File: src/rtl/run_ctrl_if.sv
// Run-controller handshake bundle: start/halt requests in, reset domains and run status out.
interface run_ctrl_if #(
  parameter int CHANNELS = 4,
  parameter int CNT_W    = 32
);
  logic                start;
  logic                halt_req;
  logic [CHANNELS-1:0] rst_n_out;
  logic                running;
  logic                done;
  logic                timeout;
  logic [CNT_W-1:0]    cycle_count;

  modport master (
    output start, halt_req,
    input  rst_n_out, running, done, timeout, cycle_count
  );

  modport slave (
    input  start, halt_req,
    output rst_n_out, running, done, timeout, cycle_count
  );
endinterface

File: src/rtl/run_controller.sv
// Sequenced reset release and bounded run control for a set of reset domains.
// Define RUN_CTRL_TIMEOUT_EN to end a run automatically after MAX_CYCLES.
module run_controller #(
  parameter int CHANNELS     = 4,
  parameter int RESET_CYCLES = 2,
  parameter int STAGGER      = 1,
  parameter int MAX_CYCLES   = 100,
  parameter int CNT_W        = 32
) (
  input  logic       clk,
  input  logic       reset,
  run_ctrl_if.slave  io
);

  typedef enum logic [2:0] {
    IDLE,
    HOLD,
    RELEASE,
    RUN,
    DONE
  } state_t;

  localparam logic [15:0] HOLD_LAST = 16'(RESET_CYCLES - 1);
  localparam logic [15:0] REL_LAST  = 16'((CHANNELS - 1) * STAGGER);

  if (CHANNELS < 1 || CHANNELS > 16 || RESET_CYCLES < 1 ||
      STAGGER < 0 || MAX_CYCLES < 1) begin : g_bad_cfg
    $error("run_controller: illegal parameter set");
  end

  state_t           state, state_d;
  logic [15:0]      tick_cnt, tick_d;
  logic             done_q, done_d;
  logic             tmo_q, tmo_d;
  logic [CNT_W-1:0] cnt_q, cnt_d;

  always_ff @(posedge clk or posedge reset) begin
    if (reset) begin
      state    <= IDLE;
      tick_cnt <= '0;
      done_q   <= 1'b0;
      tmo_q    <= 1'b0;
      cnt_q    <= '0;
    end else begin
      state    <= state_d;
      tick_cnt <= tick_d;
      done_q   <= done_d;
      tmo_q    <= tmo_d;
      cnt_q    <= cnt_d;
    end
  end

  always_comb begin
    state_d = state;
    tick_d  = tick_cnt;
    done_d  = done_q;
    tmo_d   = tmo_q;
    cnt_d   = cnt_q;
    unique case (state)
      IDLE, DONE: begin
        if (io.start) begin
          state_d = HOLD;
          tick_d  = '0;
          done_d  = 1'b0;
          tmo_d   = 1'b0;
          cnt_d   = '0;
        end
      end
      HOLD: begin
        if (tick_cnt == HOLD_LAST) begin
          state_d = RELEASE;
          tick_d  = '0;
        end else begin
          tick_d = tick_cnt + 16'd1;
        end
      end
      RELEASE: begin
        if (tick_cnt == REL_LAST) begin
          state_d = RUN;
        end else begin
          tick_d = tick_cnt + 16'd1;
        end
      end
      RUN: begin
        // halt takes priority over the limit in the same cycle
        if (io.halt_req) begin
          state_d = DONE;
          done_d  = 1'b1;
          tmo_d   = 1'b0;
        end
`ifdef RUN_CTRL_TIMEOUT_EN
        else if (cnt_q == CNT_W'(MAX_CYCLES)) begin
          state_d = DONE;
          done_d  = 1'b1;
          tmo_d   = 1'b1;
        end
`endif
        else if (cnt_q != '1) begin
          cnt_d = cnt_q + CNT_W'(1);
        end
      end
      default: state_d = IDLE;
    endcase
  end

  // Domain i comes out of reset i*STAGGER cycles into RELEASE
  always_comb begin
    io.rst_n_out = '0;
    unique case (state)
      RELEASE: begin
        for (int i = 0; i < CHANNELS; i++) begin
          io.rst_n_out[i] = (tick_cnt >= 16'(i * STAGGER));
        end
      end
      RUN, DONE: io.rst_n_out = '1;
      default:   io.rst_n_out = '0;
    endcase
  end

  assign io.running     = (state == RUN);
  assign io.done        = done_q;
  assign io.timeout     = tmo_q;
  assign io.cycle_count = cnt_q;

endmodule

File: src/flat_wrapper.sv
// flat-port wrapper written by rule: the top's interface ports become plain ports
module run_controller_flat 
#(
  parameter int CHANNELS     = 4,
  parameter int RESET_CYCLES = 2,
  parameter int STAGGER      = 1,
  parameter int MAX_CYCLES   = 100,
  parameter int CNT_W        = 32
)
  (clk, reset, io_start, io_halt_req, io_rst_n_out, io_running, io_done, io_timeout, io_cycle_count);
  run_ctrl_if #(.CHANNELS(CHANNELS), .CNT_W(CNT_W)) io_i ();
  input  logic clk;
  input  logic reset;
  input wire logic [$bits(io_i.start)-1:0] io_start;
  input wire logic [$bits(io_i.halt_req)-1:0] io_halt_req;
  output wire logic [$bits(io_i.rst_n_out)-1:0] io_rst_n_out;
  output wire logic [$bits(io_i.running)-1:0] io_running;
  output wire logic [$bits(io_i.done)-1:0] io_done;
  output wire logic [$bits(io_i.timeout)-1:0] io_timeout;
  output wire logic [$bits(io_i.cycle_count)-1:0] io_cycle_count;
  assign io_i.start = io_start;
  assign io_i.halt_req = io_halt_req;
  assign io_rst_n_out = io_i.rst_n_out;
  assign io_running = io_i.running;
  assign io_done = io_i.done;
  assign io_timeout = io_i.timeout;
  assign io_cycle_count = io_i.cycle_count;
  run_controller #(.CHANNELS(CHANNELS), .RESET_CYCLES(RESET_CYCLES), .STAGGER(STAGGER), .MAX_CYCLES(MAX_CYCLES), .CNT_W(CNT_W)) u_core (.clk(clk), .reset(reset), .io(io_i));
endmodule
File: config.mk
export PLATFORM = sky130hd
export DESIGN_NAME = run_controller_flat
export DESIGN_NICKNAME = d
export VERILOG_FILES = /design/src/rtl/run_ctrl_if.sv /design/src/rtl/run_controller.sv /design/src/flat_wrapper.sv
export SDC_FILE = /design/constraint.sdc
export NUM_CORES = 1
export LEC_CHECK = 0
export CORE_ASPECT_RATIO = 1.2
export CORE_MARGIN = 10
export CORE_UTILIZATION = 40
export DETAILED_ROUTE_END_ITERATION = 8
export GPL_ROUTABILITY_DRIVEN = 0
export HOLD_SLACK_MARGIN = 0.1
export SETUP_SLACK_MARGIN = 0.05
export SYNTH_ARGS = -nofsm -noshare
export SYNTH_HDL_FRONTEND = slang
export SYNTH_SLANG_ARGS = --single-unit
File: constraint.sdc
create_clock -name clk -period 2.6 [get_ports clk]
set_input_delay 0.52 -clock clk [delete_from_list [all_inputs] [get_ports clk]]
set_output_delay 0.52 -clock clk [all_outputs]
set_load 0.005 [all_outputs]
==> summary.txt <==
Status
  – Status: finished, final reports clean

Floorplan
  – Chip width: 101 um
  – Chip Height: 118 um
  – Core outline area: between 0.007 and 0.008 sq mm
  – Total die area: 0.0120 sq mm
  – Initial Utilization: 0.413
  – # IOs: 43
  – Placement Rows: 35

Place
  – Placed Area: 0.00391 sq mm
  – DP HPWL: 6730 um
  – Setup WS pre-CTS: 0.194 ns
  – Port bufs: 41
  – Placed cells: 516

Synthesis
  – Synth unique cells: 52
  – Asr flop ratio synth: 1.00
  – Syn Nets: 374
  – Register area share after synthesis: 0.408
  – Syn. warnings: 0
  – Top cell type's share of synthesized area: 0.408
  – Ys flop type: dfrtp_1
  – Synth Cell Area: 0.00319 sq mm
  – Post-Synthesis Cells: 365
  – Synth area leader: dfrtp_1
  – Syn Area/Cell: 8.73 sq um
  – Top post-synthesis cells by area: dfrtp_1 41%, nand2_1 4.2%, nand3_1 3.9%
  – Post-synth EDFFs: 0
  – Synthesized flop and latch total: 52

Power and ir drop
  – Combinational fraction of design power: 0.397
  – Power Density: 594 mW/mm^2
  – Int Pwr: roughly 1.5 mW
  – Lkg Pwr: about 1.7 nW
  – P_sw: 909 uW
  – Sw frac: 0.377
  – Total power: 2.41 mW
  – Clk pwr share: 0.203
  – Sequential power share: 0.400
  – Maximum VDD drop: around 0.37 mV

Routing
  – Drt total wl: 9250 um
  – Vias/cell: between 6 and 7
  – Router iterations before antenna repair: 4
  – Initial drt markers: around 190
  – Via count: approximately 3200
  – Antenna viol nets, final: 0
  – DR WL/cell: 17.6 um
  – DRC viols: 0

Flow run
  – Max Cap Viol: 0

Global routing
  – Largest net degree at the start of global routing: 53
  – Vias in the first global route: 3160
  – Initial antenna violation count: 0
  – Remaining Overflow, GRT: 0
  – First-pass GRT wire length: 15600 um
  – Total GRT Usage: 0.157

Min path
  – Hold depth: 1
  – Worst Hold End: u_core.io.cycle_count[21]
  – Worst hold path type: flip-flop to flip-flop
  – Worst hold start: u_core.io.cycle_count[21]

Clocking
  – Reg clk slew, reported paths: approximately 0.09 ns
  – H-Tree Depth: 2
  – TritonCTS Buffers: 5
  – Clk_lat worst skew: 0.31 ns
  – Clock sinks: 52
  – Root Driver: clkbuf_8
  – Worst-case clock buffer depth: 2
  – Clock tree from TritonCTS: done
  – # hold bufs at CTS: 0

Setup path
  – Setup CP Type: flip-flop to output port
  – Crit path required time: 2.08 ns
  – Reg-to-reg slack, setup: about 0.23 ns
  – Worst-path fanout max: 6
  – Worst EP arrival: approximately 2.0 ns
  – Critical path capture point type: output port
  – Crit path launch type: flip-flop
  – FF-to-FF path depth: 6
  – RR Startpoint: u_core.io.cycle_count[17]
  – Reg2reg end: u_core.io.cycle_count[1]

Layout
  – Register area: 0.00130 sq mm
  – Total Nets Final: 442
  – Synthesis-to-layout area growth: 27.4%
  – FILL cells: 750
  – Inserted Diodes: 0
  – Post-Route Utilization: 0.527
  – Layout cells sized above 1: 0.134
  – Area of the multi-input gates: 0.00181 sq mm
  – Fin area: 0.00406 sq mm
  – Fin cells: 526

Timing
  – WHS: 0.527 ns
  – Slew @ Worst Pin: 0.571 ns
  – Setup WS post-layout: between 0.1 and 0.15 ns
  – Endpoints failing hold: 0
  – Fin Clk Skew: 0.0111 ns
  – Final setup vio count: 0
  – RSZ-0062 raised after global routing: true
  – Min cycle time layout: 2.50 ns
  – Fin crit share: 0.961
  – Maximum clock frequency: 0.400 GHz
  – Slew headroom: 0.616
  – Setup TNS: 0 ns
  – Fin. max-slew vios: 0
==> power by group through the flow <==
| stage | Combinational [mW] | Sequential (mW) | Clock [mW] |
|---|---|---|---|
| floorplan | 0.546 | 0.930 | 0 |
| global placement | 0.933 | 0.971 | 0 |
| detailed placement | 0.930 | 0.974 | 0 |
| CTS | 0.938 | 0.960 | 0.504 |
| global route | 1.08 | 0.982 | 0.534 |
| finish | 0.957 | 0.965 | 0.490 |
==> sequential cells by signal (all words and copies together) (netlist names) <==
signal	flops
u_core.tick_cnt	16
u_core.io.done	1
u_core.io.cycle_count	32
u_core.state	3
==> worst max-delay path, cell delays in order (launching register included) <==
cell,delay [ns]
dfrtp_2,0.47
nor4_4,0.30
and4_1,0.28
nand2b_1,0.13
nor3_2,0.14
o21ai_0,0.09
dlygate4sd2_1,0.27
==> cell usage after synthesis, types with 2 or more instances <==
cell      count
a31oi_1      13
nand4_1      11
o21ai_0      17
a21oi_1      17
and4_1        6
o31ai_1      16
xor2_1        4
nor4_1       15
or4_1        11
nor2_1       22
nor3_1       10
nand2b_1      7
a211o_1       4
inv_1        13
o22ai_1       2
mux2i_1       6
nand3_1      25
ha_1          5
o211ai_1      7
and2_1        7
clkbuf_1     12
dfrtp_1      52
and3_1        7
nand2_1      36
a221o_1       6
buf_4         2
or3_1         6
o31a_1        2
==> logic make-up after synthesis <==
family,Yosys count,share of synthesized area
mux,6,0.0188
buf+inv,30,0.0404
compound gates,92,0.193
flops,52,0.408
other cells,1,0.00118
simple gates,174,0.305
fa+ha+maj,5,0.0196
xor+xnor,5,0.0137
==> placed cells by master, fill, tap and decap left out, drive strengths merged, types with 12 or more instances in the layout <==
master          n
o31ai          16
nand2          36
clkdlybuf4s50  38
nor2           22
inv            13
dfrtp          52
a21oi          17
or4            12
buf            37
o21ai          18
a31oi          13
nor4           16
nand3          25
==> layer usage <==
metal / vias up / GRT usage / wire length, um
met4: 0 / 0.0524 / 200
met3: 21 / 0.0264 / 463
met1: 1557 / 0.190 / 3800
met5: - / 0 / 0
li1: 1528 / - / -
met2: 85 / 0.268 / 4790
==> worst max path at each step <==
stage                                         from                        end  slack [ns]  cells after the start
after floorplan           u_core.io.cycle_count[6]  u_core.io.cycle_count[17]        0.40                      6
after global placement          u_core.tick_cnt[2]            io_rst_n_out[1]        0.16                      6
after detailed placement                  io_start  u_core.io.cycle_count[16]        0.19                      6
after CTS                       u_core.tick_cnt[2]            io_rst_n_out[1]        0.06                      6
after global routing            u_core.tick_cnt[4]            io_rst_n_out[2]        0.02                      6
final                           u_core.tick_cnt[4]            io_rst_n_out[2]        0.10                      6
==> final cells by class <==
class | instances | area share
timing repair buffer | 78 | 0.171
tap | 92 | 0.0284
sequential | 52 | 0.321
inverter | 13 | 0.0120
multi-input combinational | 283 | 0.445
clock buffer | 8 | 0.0222
==> timing repair <==
action                                  in CTS  in global routing
pin swaps                                    2                  4
endpoints found under the setup margin       3                 11
gates resized for setup                      7                  9
buffers inserted                             1                  1
No activity file was read; power rests on OpenSTA's default activity.
